`src/rtl/io_bridge_pkg.sv`:
```
// Shared MMIO map constants and bridge FSM encoding.
// Imported by the bridge, its address decoder and any other MMIO-aware block.
package io_bridge_pkg;

  localparam int unsigned NSLOTS_DEFAULT     = 4;
  localparam logic [31:0] BASE_DEFAULT       = 32'h1000_0000;
  localparam int unsigned SLOT_SHIFT_DEFAULT = 12;

  localparam int unsigned SLOT_GPIO  = 0;
  localparam int unsigned SLOT_UART  = 1;
  localparam int unsigned SLOT_TIMER = 2;

  typedef enum logic [1:0] {
    ST_IDLE   = 2'd0,
    ST_ACCESS = 2'd1,
    ST_RESP   = 2'd2
  } state_e;

  // Slot index width; kept at least one bit so a single-slot map still has a port.
  function automatic int unsigned slot_w(input int unsigned n);
    return (n > 1) ? $clog2(n) : 1;
  endfunction

endpackage

```
`src/rtl/io_bridge_decode.sv`:
```
// Combinational MMIO address decoder: byte address -> {mapped, slot, offset}.
// Shared with the instruction-side fetch guard, so it carries no state.
module io_decode
  import io_bridge_pkg::*;
#(
  parameter int unsigned NSLOTS     = NSLOTS_DEFAULT,
  parameter logic [31:0] BASE       = BASE_DEFAULT,
  parameter int unsigned SLOT_SHIFT = SLOT_SHIFT_DEFAULT,
  localparam int unsigned SW        = slot_w(NSLOTS)
) (
  input  logic [31:0]   addr,
  output logic          mapped,
  output logic [SW-1:0] slot,
  output logic [31:0]   offset
);

  localparam logic [31:0] OFF_MASK = (32'd1 << SLOT_SHIFT) - 32'd1;

  logic [31:0] rel;
  logic [31:0] slot_full;

  // The addr >= BASE term keeps addresses below BASE from wrapping into a slot.
  always_comb begin
    rel       = addr - BASE;
    slot_full = rel >> SLOT_SHIFT;
    mapped    = (addr >= BASE) && (slot_full < NSLOTS);
    slot      = slot_full[SW-1:0];
    offset    = rel & OFF_MASK;
  end

endmodule

```
`src/rtl/io_bridge.sv`:
```
// Registered MMIO bridge: one CPU request -> one-cycle peripheral strobe -> one response.
// Fixed latency: accept at N, bus access at N+1, response at N+2, ready again at N+3.
module io_bridge
  import io_bridge_pkg::*;
#(
  parameter int unsigned NSLOTS     = NSLOTS_DEFAULT,
  parameter logic [31:0] BASE       = BASE_DEFAULT,
  parameter int unsigned SLOT_SHIFT = SLOT_SHIFT_DEFAULT
) (
  input  logic                 clk,
  input  logic                 rst,
  input  logic                 cpu_req_valid,
  output logic                 cpu_req_ready,
  input  logic [31:0]          cpu_req_addr,
  input  logic                 cpu_req_write,
  input  logic [3:0]           cpu_req_mask,
  input  logic [31:0]          cpu_req_wdata,
  output logic                 cpu_resp_valid,
  output logic [31:0]          cpu_resp_rdata,
  output logic                 cpu_resp_err,
  output logic [NSLOTS-1:0]    io_sel,
  output logic [31:0]          io_addr,
  output logic                 io_op,
  output logic [3:0]           io_mask,
  output logic [31:0]          io_wdata,
  input  logic [32*NSLOTS-1:0] io_rdata
);

  localparam int unsigned SW = slot_w(NSLOTS);

  logic          dec_mapped;
  logic [SW-1:0] dec_slot;
  logic [31:0]   dec_offset;

  io_decode #(
    .NSLOTS     (NSLOTS),
    .BASE       (BASE),
    .SLOT_SHIFT (SLOT_SHIFT)
  ) u_decode (
    .addr   (cpu_req_addr),
    .mapped (dec_mapped),
    .slot   (dec_slot),
    .offset (dec_offset)
  );

  state_e             state_q, state_d;
  logic               mapped_q, mapped_d;
  logic               write_q, write_d;
  logic [SW-1:0]      slot_q, slot_d;
  logic               ready_q, ready_d;
  logic [NSLOTS-1:0]  io_sel_q, io_sel_d;
  logic               io_op_q, io_op_d;
  logic [31:0]        io_addr_q, io_addr_d;
  logic [3:0]         io_mask_q, io_mask_d;
  logic [31:0]        io_wdata_q, io_wdata_d;
  logic               resp_valid_q, resp_valid_d;
  logic               resp_err_q, resp_err_d;
  logic [31:0]        resp_rdata_q, resp_rdata_d;
  logic [31:0]        rdata_sel;

  always_comb begin
    rdata_sel = '0;
    for (int k = 0; k < NSLOTS; k++) begin
      if (slot_q == SW'(k)) rdata_sel = io_rdata[32*k +: 32];
    end
  end

  always_comb begin
    state_d      = state_q;
    mapped_d     = mapped_q;
    write_d      = write_q;
    slot_d       = slot_q;
    ready_d      = ready_q;
    io_sel_d     = io_sel_q;
    io_op_d      = io_op_q;
    io_addr_d    = io_addr_q;
    io_mask_d    = io_mask_q;
    io_wdata_d   = io_wdata_q;
    resp_valid_d = resp_valid_q;
    resp_err_d   = resp_err_q;
    resp_rdata_d = resp_rdata_q;
    case (state_q)
      ST_IDLE: begin
        if (cpu_req_valid) begin
          // Bus outputs load on the accept edge so the strobe lands exactly in N+1.
          state_d    = ST_ACCESS;
          ready_d    = 1'b0;
          mapped_d   = dec_mapped;
          write_d    = cpu_req_write;
          slot_d     = dec_slot;
          io_sel_d   = dec_mapped ? (NSLOTS'(1) << dec_slot) : '0;
          io_op_d    = dec_mapped & cpu_req_write;
          io_addr_d  = dec_offset;
          io_mask_d  = cpu_req_mask;
          io_wdata_d = cpu_req_wdata;
        end
      end
      ST_ACCESS: begin
        state_d      = ST_RESP;
        io_sel_d     = '0;
        io_op_d      = 1'b0;
        resp_valid_d = 1'b1;
        resp_err_d   = !mapped_q;
        resp_rdata_d = (mapped_q && !write_q) ? rdata_sel : 32'd0;
      end
      ST_RESP: begin
        state_d      = ST_IDLE;
        ready_d      = 1'b1;
        resp_valid_d = 1'b0;
        resp_err_d   = 1'b0;
        resp_rdata_d = 32'd0;
      end
      default: begin
        state_d      = ST_IDLE;
        ready_d      = 1'b1;
        io_sel_d     = '0;
        io_op_d      = 1'b0;
        resp_valid_d = 1'b0;
        resp_err_d   = 1'b0;
        resp_rdata_d = 32'd0;
      end
    endcase
  end

  always_ff @(posedge clk or negedge rst) begin
    if (!rst) begin
      state_q      <= ST_IDLE;
      mapped_q     <= 1'b0;
      write_q      <= 1'b0;
      slot_q       <= '0;
      ready_q      <= 1'b1;
      io_sel_q     <= '0;
      io_op_q      <= 1'b0;
      io_addr_q    <= 32'd0;
      io_mask_q    <= 4'd0;
      io_wdata_q   <= 32'd0;
      resp_valid_q <= 1'b0;
      resp_err_q   <= 1'b0;
      resp_rdata_q <= 32'd0;
    end else begin
      state_q      <= state_d;
      mapped_q     <= mapped_d;
      write_q      <= write_d;
      slot_q       <= slot_d;
      ready_q      <= ready_d;
      io_sel_q     <= io_sel_d;
      io_op_q      <= io_op_d;
      io_addr_q    <= io_addr_d;
      io_mask_q    <= io_mask_d;
      io_wdata_q   <= io_wdata_d;
      resp_valid_q <= resp_valid_d;
      resp_err_q   <= resp_err_d;
      resp_rdata_q <= resp_rdata_d;
    end
  end

  assign cpu_req_ready  = ready_q;
  assign cpu_resp_valid = resp_valid_q;
  assign cpu_resp_err   = resp_err_q;
  assign cpu_resp_rdata = resp_rdata_q;
  assign io_sel         = io_sel_q;
  assign io_op          = io_op_q;
  assign io_addr        = io_addr_q;
  assign io_mask        = io_mask_q;
  assign io_wdata       = io_wdata_q;

endmodule

```
`config.mk`:
```
export PLATFORM = sky130hd
export DESIGN_NAME = io_bridge
export DESIGN_NICKNAME = d
export VERILOG_FILES = /design/src/rtl/io_bridge_pkg.sv /design/src/rtl/io_bridge_decode.sv /design/src/rtl/io_bridge.sv
export SDC_FILE = /design/constraint.sdc
export NUM_CORES = 1
export LEC_CHECK = 0
export CELL_PAD_IN_SITES_DETAIL_PLACEMENT = 1
export CELL_PAD_IN_SITES_GLOBAL_PLACEMENT = 2
export CORE_ASPECT_RATIO = 0.8
export CORE_MARGIN = 2
export CORE_UTILIZATION = 22
export CTS_BUF_LIST = sky130_fd_sc_hd__clkbuf_4
export DETAILED_ROUTE_END_ITERATION = 10
export HOLD_SLACK_MARGIN = 0.02
export PLACE_DENSITY_LB_ADDON = 0.1
export SYNTH_ARGS = -nofsm -noshare
export SYNTH_HDL_FRONTEND = slang
export SYNTH_SLANG_ARGS = --single-unit
```
`constraint.sdc`:
```
create_clock -name clk -period 3.6 [get_ports clk]
set_clock_uncertainty 0.15 [all_clocks]
set_input_delay 0.36 -clock clk [delete_from_list [all_inputs] [get_ports clk]]
set_output_delay 0.36 -clock clk [all_outputs]
set_load 0.02 [all_outputs]
```
-- Word-level counts from Yosys, hierarchy flattened
Index checks and enable logic that the tools add are counted.
- register bits after elaboration: 94
- input bits: 200
- output and inout bits: 108
- logic and storage cells: 52
- add/subtract/negate cells: 1
- magnitude comparators: 2
- eq/ne operators: 6
- shift-type cells: 1
- multiplexer cells: 17
- bitwise operators: 3
- reductions and logical operators: 9
- operators with widths (cell ; number):
    2-to-1 mux 32 bit ; 5
    case mux 32 bit (2 select lines) ; 1
    >= comparator 32 x 29 -> 1 bit (second input constant) ; 1
    subtractor 32 x 29 -> 32 bit (second input constant) ; 1
    < comparator 20 x 3 -> 1 bit (second input constant) ; 1
    2-to-1 mux 4 bit ; 2
    case mux 1 bit (2 select lines) ; 4
    case mux 4 bit (2 select lines) ; 1
    == test 2 bit (second input constant) ; 3
    AND reduction 2 bit ; 3
    == test 2 x 1 -> 1 bit (second input constant) ; 2
    logical NOT 2 bit ; 2
    case mux 2 bit (2 select lines) ; 1
    left shift 1 x 2 -> 4 bit (first input constant) ; 1
    logical AND 1 bit ; 2
    logical NOT 1 bit ; 2
    2-to-1 mux 1 bit ; 2
    2-to-1 mux 2 bit ; 1
    inequality test 2 bit (second input constant) ; 1
    inverter 1 bit ; 2
    AND 1 bit ; 1

-- Longest topological paths before layout
- word-level depth: 7
- depth in mapped cells: 6
- mapped depth without buffers: 5

-- Cells and area by module
A second synthesis with hierarchy kept.
- cells, all modules: 339
- area, all modules: 5355.1 um^2
- by module, submodules not included (module ; times used ; cells each ; area each (um^2) ; sequential area each (um^2)):
    io_bridge ; 1 ; 294 ; 5027.3 ; 2854.0
    io_decode ; 1 ; 45 ; 327.8 ; 0.0

-- Worst setup path before layout
Ideal clock, no wire load.
- kind: register to register
- from: register slot_q[0]
- to: register resp_rdata_q[10], in the netlist cpu_resp_rdata[10]
- setup time: 0.121 ns
- arrival: 1.477 ns
- required time: 3.329 ns
- slack: 1.852 ns
- stages on the path, launching flop included: 5
- path buffers: 2
- clock period less this slack: 1.748 ns
- path through: dfrtp_1 -> buf_2 -> buf_2 -> mux4_2 -> a22o_1
- cells in the longest elaborated chain, start to end: 7
- elaborated cells between the ends (all ways): 10
- classes of those cells: eq/ne (3); mux (6); reduce/logical (1)
- ends and longest elaborated chain (element ; RTL line ; RTL):
    start: declaration ; io_bridge.sv:49 ; logic [SW-1:0] slot_q, slot_d;
    start signal: assignment ; io_bridge.sv:144 ; slot_q <= slot_d;
    logical NOT 2 bit ; io_bridge.sv:64 ; if (slot_q == SW'(k)) rdata_sel = io_rdata[32*k +: 32];
    2-to-1 mux 32 bit (3 in a row) ; io_bridge.sv:64 ;
    2-to-1 mux 32 bit (*) ; io_bridge.sv:64 ;
    2-to-1 mux 32 bit (*) ; io_bridge.sv:104 ; resp_rdata_d = (mapped_q && !write_q) ? rdata_sel : 32'd0;
    case mux 32 bit (2 select lines) (*) ; io_bridge.sv:82 ; case (state_q)
    end signal: assignment ; io_bridge.sv:153 ; resp_rdata_q <= resp_rdata_d;
    end: declaration ; io_bridge.sv:58 ; logic [31:0] resp_rdata_q, resp_rdata_d;
Every way passes the cells marked *; elsewhere a longest branch is shown, timed or not.
A chain may end at the register's enable or synchronous reset.

-- Worst setup path after layout
- from: register state_q[1]
- to: register io_wdata_q[17], in the netlist io_wdata[17]
- cells in the longest elaborated chain, start to end: 2
- ends and longest elaborated chain (element ; RTL line ; RTL):
    start: declaration ; io_bridge.sv:46 ; state_e state_q, state_d;
    start signal: assignment ; io_bridge.sv:141 ; state_q <= state_d;
    logical NOT 2 bit ; io_bridge.sv:82 ;
    AND reduction 2 bit (no source line) ; - ;
    end signal: assignment ; io_bridge.sv:150 ; io_wdata_q <= io_wdata_d;
    end: declaration ; io_bridge.sv:55 ; logic [31:0] io_wdata_q, io_wdata_d;
Every way passes these cells.

==> reports/summary.txt <==
status -> completed
crit end category -> flip-flop
Switch Pwr -> 0.00108 W
cts bufs inserted -> 9
WP data required -> 3.85 ns
PwrDens -> 430 mW/mm^2
Lkg Pwr -> 3.33 nW
CTS tree -> yes
Max stage delay cell, worst path -> inv_2
layout cell share with drive strength beyond 1 -> 9.54%
sequential power share -> 39.9%
number of DRC markers in iteration 0 -> 131
Internal Power -> 0.00223 W
max-slew violations -> 0
CTS root buffer -> clkbuf_4
hold_sp -> cpu_req_addr[5]
Final GP Congestion -> 0.760
# nets final -> 876
max cap viols -> 0
maximum VDD drop -> 184 uV
first-pass GRT wire length -> 25000 um
WHS Endpoint -> io_addr[5]$_DFFE_PN0P_
crit path kind -> flip-flop to flip-flop
Hold Path Cell Cnt -> 3
CTS H-tree depth -> 3
Syn. warnings -> 0
instance count of the mapped netlist -> 394
Total Routing Usage GR -> 15.3%
crit start category -> flip-flop
CP max FO -> 36
Peak Freq -> 0.441 GHz
Die Ht -> 131 um
# port buffers -> 287
post-route ant nets -> 0
Site Rows -> 46
Hold Crit Class -> primary input to flip-flop
FF/Latch Area -> 0.00235 sq mm
Filler Cells Inserted -> 2202
CP cell instances -> nor2_4 > nand2_2 > inv_2 > buf_4 > nand2_1 > nand2_1
die width -> 162 um
R2R depth -> 6
Residual DRC -> 0
final instance area -> 0.00770 sq mm
via count -> 4070
clock group share of total power -> 22.6%
Worst slew margin -> 36.2%
DR pass1 iterations -> 4
largest net degree at the start of global routing -> 73
Mapped Area -> 0.00440 sq mm
Worst R2R End -> io_wdata[17]$_DFFE_PN0P_
Clock transition at path regs -> 0.17 ns
clock period minus worst slack -> 2.27 ns
Yosys reg bits -> 94
Vias/cell -> 4.30
Core ar. -> 0.0197 sq mm
CP most frequent cell -> nand2_1
PostCTS Resize Cnt -> 0
Area after DPL -> 0.00749 sq mm
Max Root-Sink Buffers -> 2
Die Area -> 0.0212 sq mm
antenna violations before repair -> 1
post-DP HPWL -> 12700 um
setup TNS -> 0 ns
count of different cell masters after synthesis -> 30
Synth-to-Final Area Change -> 74.8%
Avg WL per Cell -> 17.3 um
switching share of total power -> 32.6%
Worst Tran Pin Value -> 0.957 ns
Avg Synthesized Cell Area -> 11.2 sq um
final worst-path cycle share -> 63.1%
delay of the slowest cell on the worst path -> 0.59 ns
Post-Route WL -> 16400 um
Critical R2R Launch -> state_q[1]$_DFFE_PN0N_
clk_lat worst skew -> 0.47 ns
Comb power frac -> 37.5%
RSZ-0062 raised after global routing -> no
final setup fails -> 0
Reg2Reg Setup Slack -> 1.33 ns
Multi-input gate area -> 0.00187 sq mm
post-synthesis sequential area ratio -> 53.4%
Final Hold Fails -> 0
overall power -> 0.00331 W
Starting Density -> 22.3%
GRT Residual Overflow -> 0
io pins -> 308
vias in the first global route -> 4485
CTS sink count -> 94
Crit path arrival time -> 2.52 ns
[metal layers]
metal  wire, um  GRT usage [%]  vias to the layer above  share of wire (%)
met5          0              0                        -                  0
met3       1350           5.49                       13                8.3
li1           -              -                     1878                  -
met2       8170           26.6                      165                 50
met4        185           3.90                        0                1.1
met1       6670           18.3                     2014                 41
[how the worst max path moves through the flow]
stage | startpoint | end | cells past startpoint | slack, ns
5_1_grt | state_q[1]$_DFFE_PN0N_ | io_mask[0]$_DFFE_PN0P_ | 6 | 1.10
3_5_place_dp | cpu_req_valid | io_wdata[22]$_DFFE_PN0P_ | 6 | 1.0
2_1_floorplan | slot_q[0]$_DFFE_PN0P_ | cpu_resp_rdata[10]$_DFFE_PN0N_ | 4 | 1.85
3_3_place_gp | cpu_req_valid | io_mask[1]$_DFFE_PN0P_ | 6 | 1.11
6_report | state_q[1]$_DFFE_PN0N_ | io_wdata[17]$_DFFE_PN0P_ | 6 | 1.33
4_1_cts | state_q[1]$_DFFE_PN0N_ | io_wdata[17]$_DFFE_PN0P_ | 6 | 1.26
[state kept, by name (all words and copies together), names as in the netlist]
| signal | flops |
|---|---|
| cpu_resp_rdata | 32 |
| io_wdata | 32 |
| io_addr | 12 |
| io_mask | 4 |
| io_sel | 4 |
| slot_q | 2 |
| state_q | 2 |
| cpu_req_ready | 1 |
| cpu_resp_err | 1 |
| cpu_resp_valid | 1 |
| io_op | 1 |
| mapped_q | 1 |
| write_q | 1 |
[logic make-up after synthesis]
family | synth area share [%]
other | 0.0851
and+or+nand+nor | 16.3
AOI/OAI and AO/OA | 7.44
buffers and inverters | 5.91
xor gates and xnor gates | 0.199
muxes | 16.6
DFF | 53.4
[synth_stat cells]
cell type  instances  area share (%)
mux4_2            32              16
a22o_1            32             6.4
nand2_2            1            0.14
dfstp_2            1            0.60
a21oi_1            1            0.11
clkbuf_1          16             1.4
nor2b_1            1            0.14
nor2_1             7            0.60
buf_2              7            0.80
o21ai_1            3            0.34
nor4b_1            1            0.20
nand2_1          159              14
nor3_1             2            0.23
conb_1             1           0.085
nand3_1            1            0.11
o31ai_2            1            0.28
nor4_1             2            0.28
buf_1              1           0.085
nand2b_1           2            0.28
nor3b_2            1            0.28
nor2_4             1            0.26
dfrtp_1           93              53
inv_2              1           0.085
xor2_1             1            0.20
mux2i_1            1            0.23
a32o_1             1            0.23
o21ai_0            1            0.11
buf_4             20             3.4
inv_1              2            0.17
or4_4              1            0.26
[timing repair]
action | 4_1_cts | 5_1_grt
endpoints found under the setup margin | 0 | 0
hold endpoints to repair | 69 | 0
hold buffers | 1 | 0
setup buffers | 0 | 0
[critical path: cells and delay by family, from the launching register on]
kind,cells,cell delay [ns]
buffers and inverters,2,0.95
flip-flops,1,0.49
AND/OR/NAND/NOR,4,0.60
[through the flow]
stage,cells,utilization [%],setup slack (ns),hold slack (ns)
after floorplan,413,-,1.85,-0.0856
after global placement,928,38.0,1.11,0.310
after detailed placement,928,38.0,0.997,0.316
after CTS,945,39.0,1.26,0.187
after global routing,946,39.0,1.10,0.189
final,946,39.0,1.33,0.239
[final cells by class]
| class | count | area share (%) |
|---|---|---|
| antenna | 1 | 0.0325 |
| clock buffer | 10 | 0.975 |
| clock inverter | 6 | 1.53 |
| inverter | 3 | 0.146 |
| multi-input combinational | 272 | 24.3 |
| sequential | 94 | 30.6 |
| tap | 264 | 4.29 |
| timing repair buffer | 296 | 38.2 |
[placed cells by master, fill, tap and decap left out, types with 7 or more instances in the layout]
cell type / n
a22o_1: 32
buf_4: 9
clkbuf_4: 10
clkdlybuf4s50_1: 286
conb_1: 20
dfrtp_1: 92
mux4_2: 32
nand2_1: 159
nor2_1: 7
[power by group through the flow]
stage | clock [W] | combinational (W) | sequential [W]
floorplan | 0 | 0.000476 | 0.00148
global placement | 0 | 0.00125 | 0.00134
detailed placement | 0 | 0.00126 | 0.00135
CTS | 0.000794 | 0.00127 | 0.00133
global route | 0.000842 | 0.00134 | 0.00134
finish | 0.000749 | 0.00124 | 0.00132
Power figures use the tool's default switching activity.
